$ cat src/rtl/ccd_adc_emulator.sv
// Emulates the CCD analog chain plus 16-bit serial ADC, shifting pattern words out MSB-first on adc_sdo.
// Pin edge to registered response is SYNC_STAGES+2 cycles; the timing generator sets the pace.
module ccd_adc_emulator #(
    parameter int          SYNC_STAGES      = 2,
    parameter int          SAMPLES_PER_LINE = 2088,
    parameter logic [15:0] LFSR_SEED        = 16'hACE1
) (
    input  logic        clk_160M,
    input  logic        nrst,
    input  logic        en,
    input  logic [1:0]  mode,
    input  logic [15:0] pattern_value,
    input  logic        err_clr,
    input  logic        adc_cs,
    input  logic        adc_sclk,
    output logic        adc_sdo,
    output logic [15:0] sample_word,
    output logic        sample_strobe,
    output logic [11:0] pix_index,
    output logic [15:0] line_cnt,
    output logic        short_read,
    output logic        overrun
);

    typedef enum logic [1:0] {IDLE, CONVERT, SHIFT, DONE} state_t;

    state_t                 state;
    logic [SYNC_STAGES-1:0] cs_sync;
    logic [SYNC_STAGES-1:0] sclk_sync;
    logic                   cs_d;
    logic                   sclk_d;
    logic                   cs_rise;
    logic                   cs_fall;
    logic                   sclk_fall;
    logic [15:0]            shreg;
    logic [15:0]            ramp;
    logic [15:0]            lfsr;
    logic [3:0]             bit_cnt;
    logic [15:0]            next_word;
    logic                   lfsr_fb;
    logic                   do_load;

    // Fibonacci taps 16,14,13,11 expressed for a right-shifting register
    always_comb begin
        lfsr_fb = lfsr[0] ^ lfsr[2] ^ lfsr[3] ^ lfsr[5];
        case (mode)
            2'd0:    next_word = pattern_value;
            2'd1:    next_word = ramp;
            2'd2:    next_word = {4'b0, pix_index};
            default: next_word = lfsr;
        endcase
        do_load = en && cs_rise && (state != CONVERT);
    end

    // Edge pulses are registered so every decision sees one-cycle, glitch-free events
    always_ff @(posedge clk_160M) begin
        if (!nrst) begin
            cs_sync   <= '0;
            sclk_sync <= '0;
            cs_d      <= 1'b0;
            sclk_d    <= 1'b0;
            cs_rise   <= 1'b0;
            cs_fall   <= 1'b0;
            sclk_fall <= 1'b0;
        end else begin
            cs_sync   <= {cs_sync[SYNC_STAGES-2:0], adc_cs};
            sclk_sync <= {sclk_sync[SYNC_STAGES-2:0], adc_sclk};
            cs_d      <= cs_sync[SYNC_STAGES-1];
            sclk_d    <= sclk_sync[SYNC_STAGES-1];
            cs_rise   <= cs_sync[SYNC_STAGES-1] & ~cs_d;
            cs_fall   <= ~cs_sync[SYNC_STAGES-1] & cs_d;
            sclk_fall <= ~sclk_sync[SYNC_STAGES-1] & sclk_d;
        end
    end

    always_ff @(posedge clk_160M) begin
        if (!nrst) begin
            state         <= IDLE;
            adc_sdo       <= 1'b0;
            sample_word   <= '0;
            sample_strobe <= 1'b0;
            pix_index     <= '0;
            line_cnt      <= '0;
            short_read    <= 1'b0;
            overrun       <= 1'b0;
            shreg         <= '0;
            bit_cnt       <= '0;
            ramp          <= '0;
            lfsr          <= LFSR_SEED;
        end else begin
            sample_strobe <= 1'b0;
            if (err_clr) begin
                short_read <= 1'b0;
                overrun    <= 1'b0;
            end
            if (!en) begin
                state   <= IDLE;
                adc_sdo <= 1'b0;
            end else begin
                case (state)
                    IDLE: begin
                        adc_sdo <= 1'b0;
                        if (cs_rise) state <= CONVERT;
                    end
                    CONVERT: begin
                        adc_sdo <= 1'b0;
                        if (cs_fall) begin
                            adc_sdo <= shreg[15];
                            shreg   <= {shreg[14:0], 1'b0};
                            bit_cnt <= '0;
                            state   <= SHIFT;
                        end
                    end
                    SHIFT: begin
                        if (cs_rise) begin
                            short_read <= 1'b1;
                            adc_sdo    <= 1'b0;
                            state      <= CONVERT;
                        end else if (sclk_fall) begin
                            bit_cnt <= bit_cnt + 4'd1;
                            if (bit_cnt == 4'd15) begin
                                adc_sdo <= 1'b0;
                                state   <= DONE;
                            end else begin
                                adc_sdo <= shreg[15];
                                shreg   <= {shreg[14:0], 1'b0};
                            end
                        end
                    end
                    default: begin
                        adc_sdo <= 1'b0;
                        if (cs_rise) state <= CONVERT;
                        else if (sclk_fall && !cs_d) overrun <= 1'b1;
                    end
                endcase
            end
            if (do_load) begin
                sample_word   <= next_word;
                sample_strobe <= 1'b1;
                shreg         <= next_word;
                if (pix_index == 12'(SAMPLES_PER_LINE - 1)) begin
                    pix_index <= '0;
                    line_cnt  <= line_cnt + 16'd1;
                end else begin
                    pix_index <= pix_index + 12'd1;
                end
                if (mode == 2'd1) ramp <= ramp + 16'd1;
                if (mode == 2'd3) lfsr <= {lfsr_fb, lfsr[15:1]};
            end
        end
    end

endmodule
$ cat config.mk
export PLATFORM = sky130hd
export DESIGN_NAME = ccd_adc_emulator
export DESIGN_NICKNAME = d
export VERILOG_FILES = /design/src/rtl/ccd_adc_emulator.sv
export SDC_FILE = /design/constraint.sdc
export NUM_CORES = 1
export LEC_CHECK = 0
export BUFFER_PORTS_ARGS = -buffer_cell sky130_fd_sc_hd__buf_4
export CAP_MARGIN = 40
export CORE_AREA = 2 2 115 117
export CTS_CLUSTER_DIAMETER = 80
export CTS_CLUSTER_SIZE = 30
export DETAILED_ROUTE_END_ITERATION = 12
export DIE_AREA = 0 0 117 119
export MAX_ROUTING_LAYER = met4
export SLEW_MARGIN = 20
export SYNTH_ARGS = -nofsm -noshare
export SYNTH_HDL_FRONTEND = slang
export SYNTH_SLANG_ARGS = --single-unit
export TNS_END_PERCENT = 50
$ cat constraint.sdc
create_clock -name clk_160M -period 6.3 [get_ports clk_160M]
set_clock_uncertainty 0.1 [all_clocks]
set_input_delay 1.26 -clock clk_160M [delete_from_list [all_inputs] [get_ports clk_160M]]
set_output_delay 1.26 -clock clk_160M [all_outputs]
set_load 0.01 [all_outputs]
# Word level (Yosys, flattened, before mapping)
# Cells that the tools add are included.
word_totals:
  regBits: 111
  in_bits: 24
  output_inout_bits: 48
  elab_cells: 101
op_classes:
  add_sub_neg: 4
  n_eq_ne: 17
  n_mux: 34
  n_bitwise: 9
  n_reduce_logical: 18
ops:
  columns: ["op", "n"]
  rows:
  - ["two-way mux 16 bit", 6]
  - ["case mux 16 bit (3 select lines)", 1]
  - ["adder 16 x 1 -> 16 bit (second input constant)", 2]
  - ["case mux 16 bit (2 select lines)", 1]
  - ["!= test 3 bit (second input constant)", 6]
  - ["two-way mux 1 bit", 14]
  - ["adder 12 x 1 -> 12 bit (second input constant)", 1]
  - ["== test 12 bit (second input constant)", 1]
  - ["two-way mux 12 bit", 1]
  - ["two-way mux 4 bit", 3]
  - ["two-way mux 2 bit", 5]
  - ["case mux 4 bit (2 select lines)", 1]
  - ["AND reduction 2 bit", 4]
  - ["== test 2 bit (second input constant)", 3]
  - ["!= test 2 bit (second input constant)", 3]
  - ["AND reduction 6 bit", 1]
  - ["nonzero test 3 bit", 2]
  - ["AND reduction 5 bit", 1]
  - ["adder 4 x 1 -> 4 bit (second input constant)", 1]
  - ["== test 2 x 1 -> 1 bit (second input constant)", 2]
  - ["== test 4 bit (second input constant)", 1]
  - ["logical NOT 2 bit", 2]
  - ["case mux 2 bit (2 select lines)", 1]
  - ["AND reduction 4 bit", 1]
  - ["9 further kinds", 18]

# Logic depth before layout (Yosys ltp)
logic_depth:
  word_depth: 7
  ltp_mapped: 9

# Worst setup path before layout
# OpenSTA, ideal clock, no wires.
synth_path:
  path_type: "input to register"
  start: "input port en"
  end: "register line_cnt[10]"
  setup_time_ns: 0.070
  t_arrival_ns: 3.058
  required_ns: 6.130
  path_slack_ns: 3.072
  stages: 6
  n_path_buf: 2
  cell_sequence: "clkbuf_1 -> nand3b_1 -> or4_4 -> buf_6 -> or4_1 -> a21oi_1"
synth_via:
  elab_chain_len: 3
synth_lines:
  columns: ["element", "line_no", "rtl"]
  rows:
  - ["from (decl)", "10", "input logic en,"]
  - ["logical AND 1 bit (2 in a row)", "52", "do_load = en && cs_rise && (state != CONVERT);"]
  - ["AND reduction 2 bit (no source line)", null, null]
  - ["to (signal assigned)", "143", "line_cnt <= line_cnt + 16'd1;"]
  - ["to (decl)", "20", "output logic [15:0] line_cnt,"]
# Every way passes these cells.
# A chain may end at the register's enable or synchronous reset.

# Final worst setup path
layout_path:
  start: "input port en"
  end: "register line_cnt[12]"
# Same word-level chain as after synthesis.

==> results by group <==
STA
  • Setup_tns: 0 ns
  • Final setup fails: 0
  • Final worst slack: 3.49 ns
  • Period minus WS final: 2.81 ns
  • Max Clock Freq: 355 MHz
  • Worst-Margin Slew: about 0.75 ns
  • RSZ-0062 raised after global routing: no
  • Max-slew violation count: 0
  • Period utilization: 0.447
  • Final Hold Viols: 0
  • Slew HR: 0.500

Logic synthesis
  • Synth top area cells: dfxtp_1 (44%), nand2_1 (6.5%), mux4_2 (5.4%)
  • Synth top area share: 0.445
  • Area of the mapped netlist: 4990 um^2
  • Net count after synthesis: 597
  • Post-synthesis sequential area ratio: 0.445
  • Area leader, netlist: dfxtp_1
  • Flops & latches, synth: 111
  • Top_reg_cell synth: dfxtp_1
  • Syn_area_per_cell: 8.82 um^2
  • Synth Instances: 566
  • Post-synth cell types: 47
  • Number of synthesized flops with an enable pin: 0
  • Syn. warnings: 0
  • Synth async-reset ratio: 0

Layout
  • Most frequent cells in the layout: dfxtp_1 (111), nand2_1 (86), buf_4 (75)
  • Layout area overhead: 18.5%
  • Ratio of cells with drive above 1 in the final layout: 0.175
  • Final layout net count: 644
  • Diode count: 0
  • Finished Cell Area: 5920 um^2
  • Commonest non-fill, non-tap cell in the layout: dfxtp_1

Place
  • Worst slack, placed: ~3.1 ns
  • Placed inst area: about 5600 um^2
  • Gpl congestion: 0.926
  • Dpl hpwl: between 8 and 9 mm
  • Number of I/O port buffers: 71

Min path
  • Worst Min Path Start: sclk_sync[1]
  • Worst min-delay path class: reg -> reg
  • Hold depth: 1
  • Hold Path End: sclk_fall

Setup path
  • CP required: between 6 and 7 ns
  • Reg2reg setup slack: 3.63 ns
  • Worst R2R Start: state[1]
  • RR Endpoint: line_cnt[12]
  • WP data arrival: 2.99 ns
  • Critical Path End Type: register
  • R2R cell count: 6
  • Worst setup SP type: primary input
  • Class of the most critical setup path: in -> reg
  • Critical path fanouts, max: 31

Clock tree
  • Post_cts resized: 0
  • # hold bufs at CTS: 0
  • Setup Buffers After CTS: 0
  • Clock Path Buffers: 2
  • Clock sinks: 111
  • CTS clk-pin slew, worst paths: roughly 0.07 ns
  • CTS root buffer: clkbuf_16
  • H-tree Lvls: 3
  • CTS tree: done
  • Skew-Pair Late Insertion Delay: 0.36 ns
  • TritonCTS buffer count: 9

Floorplan
  • Die width: around 120 um
  • Total core area: 12,900 um^2
  • Die H: 119 um
  • Die area: 13,900 um^2
  • Initial core utilization: 0.388
  • IO Count: 72
  • Core Rows: 42

Power
  • Worst-case vdd ir drop: 0.000132 V
  • Overall power: roughly 1.4 mW
  • Leak Pwr: 2.16 nW
  • Power per Cell Area: 228 nW/um^2

Route
  • WL final: 12.8 mm
  • Vias: 4,420
  • Initial DRC Count: 345
  • Drt pass-1 iters: 5
  • Final ANT Viol Nets: 0
  • WL per Instance: 16.2 um
  • Routed vias/inst: 5.57
  • DRC viols: 0

GRT
  • Vias in the first global route: 4,186
  • Grt ovf: 0
  • First-pass GRT wire length: 21.3 mm
  • GRT Util Overall: 0.200
  • Initial antenna violation count: 0
  • Pin count of the biggest net entering global routing: 69

Outcome
  • Outcome: completed

Flow run
  • Max cap viols: 0
[worst max path at each step]
stage	from	depth (start not counted)	endpoint	slack (ns)
5_1_grt	en	5	line_cnt[12]	3.40
3_5_place_dp	en	5	line_cnt[12]	3.12
4_1_cts	en	5	line_cnt[12]	3.50
2_1_floorplan	en	6	line_cnt[10]	3.07
3_3_place_gp	en	5	line_cnt[14]	3.20
6_report	en	5	line_cnt[12]	3.49
[registers in the layout, indices dropped and copies added, names as in the netlist, 2 cells and up]
register and count:
lfsr 16, line_cnt 16, ramp 16, sample_word 16, shreg 16, pix_index 12, bit_cnt 4, cs_sync 2
sclk_sync 2, state 2
[metrics by stage]
| stage | hold WS [ns] | util | std cells |
|---|---|---|---|
| floorplan | 0.283 | - | 566 |
| finish | 0.300 | 0.460 | 794 |
| global route | 0.313 | 0.460 | 794 |
| CTS | 0.303 | 0.460 | 794 |
| global placement | 0.297 | 0.436 | 777 |
| detailed placement | 0.291 | 0.437 | 778 |
[final cells by class]
| cell class | instances | area [um^2] |
|---|---|---|
| clock buffers | 9 | 225 |
| multi-input cells | 406 | 2580 |
| well taps | 176 | 220 |
| repair buffers | 75 | 563 |
| fillers | 1277 | 6960 |
| clock inverters | 7 | 71.3 |
| inverters | 10 | 37.5 |
| flip-flops and latches | 111 | 2220 |
[synth_stat cells (2+ instances only)]
cell type and count:
a211oi_1 2, a21oi_1 52, a22oi_1 2, a311oi_1 11, and2_1 9, and3_1 2
and3b_1 3, and4_1 3, and4b_1 2, buf_1 4, clkbuf_1 33, dfxtp_1 111
ha_1 7, inv_1 9, mux2i_1 7, mux4_2 12, nand2_1 86, nand2b_1 2
nand3_1 33, nand4_1 16, nor2_1 31, nor2b_1 4, nor3_1 18, nor4_1 5
o211a_1 5, o211ai_1 6, o21a_1 3, o21ai_0 11, o221ai_1 5, o31a_1 2
o31ai_1 12, or2_2 2, or3_1 9, or4_1 13, xnor2_1 14, xor2_1 9
[metal layers]
metal	part of all wire	vias up	global-route usage
li1	-	2149	-
met1	0.44	2160	0.254
met2	0.50	90	0.312
met3	0.037	21	0.0489
met4	0.021	0	0.0669
met5	0	-	-
[critical path, stage by stage]
cell and delay (ns):
buf_4 0.14, nand3b_1 0.12, or4_4 0.73, or4_1 0.56, a21oi_1 0.17
[cells by family after synthesis]
family,Yosys count,synth area share
compound gates,112,0.143
simple gates,245,0.247
flops,111,0.445
buf+inv,49,0.0386
xor+xnor,23,0.0403
fa+ha+maj,7,0.0175
mux,19,0.0681
[where the power goes]
group | internal, mW | leakage (nW) | total [mW] | switching (mW)
registers | 0.706 | 0.896 | 0.710 | 0.00369
logic | 0.0275 | 1.11 | 0.0626 | 0.0351
clock network | 0.310 | 0.150 | 0.580 | 0.270
total | 1.04 | 2.16 | 1.35 | 0.308
Power figures use the tool's default switching activity.
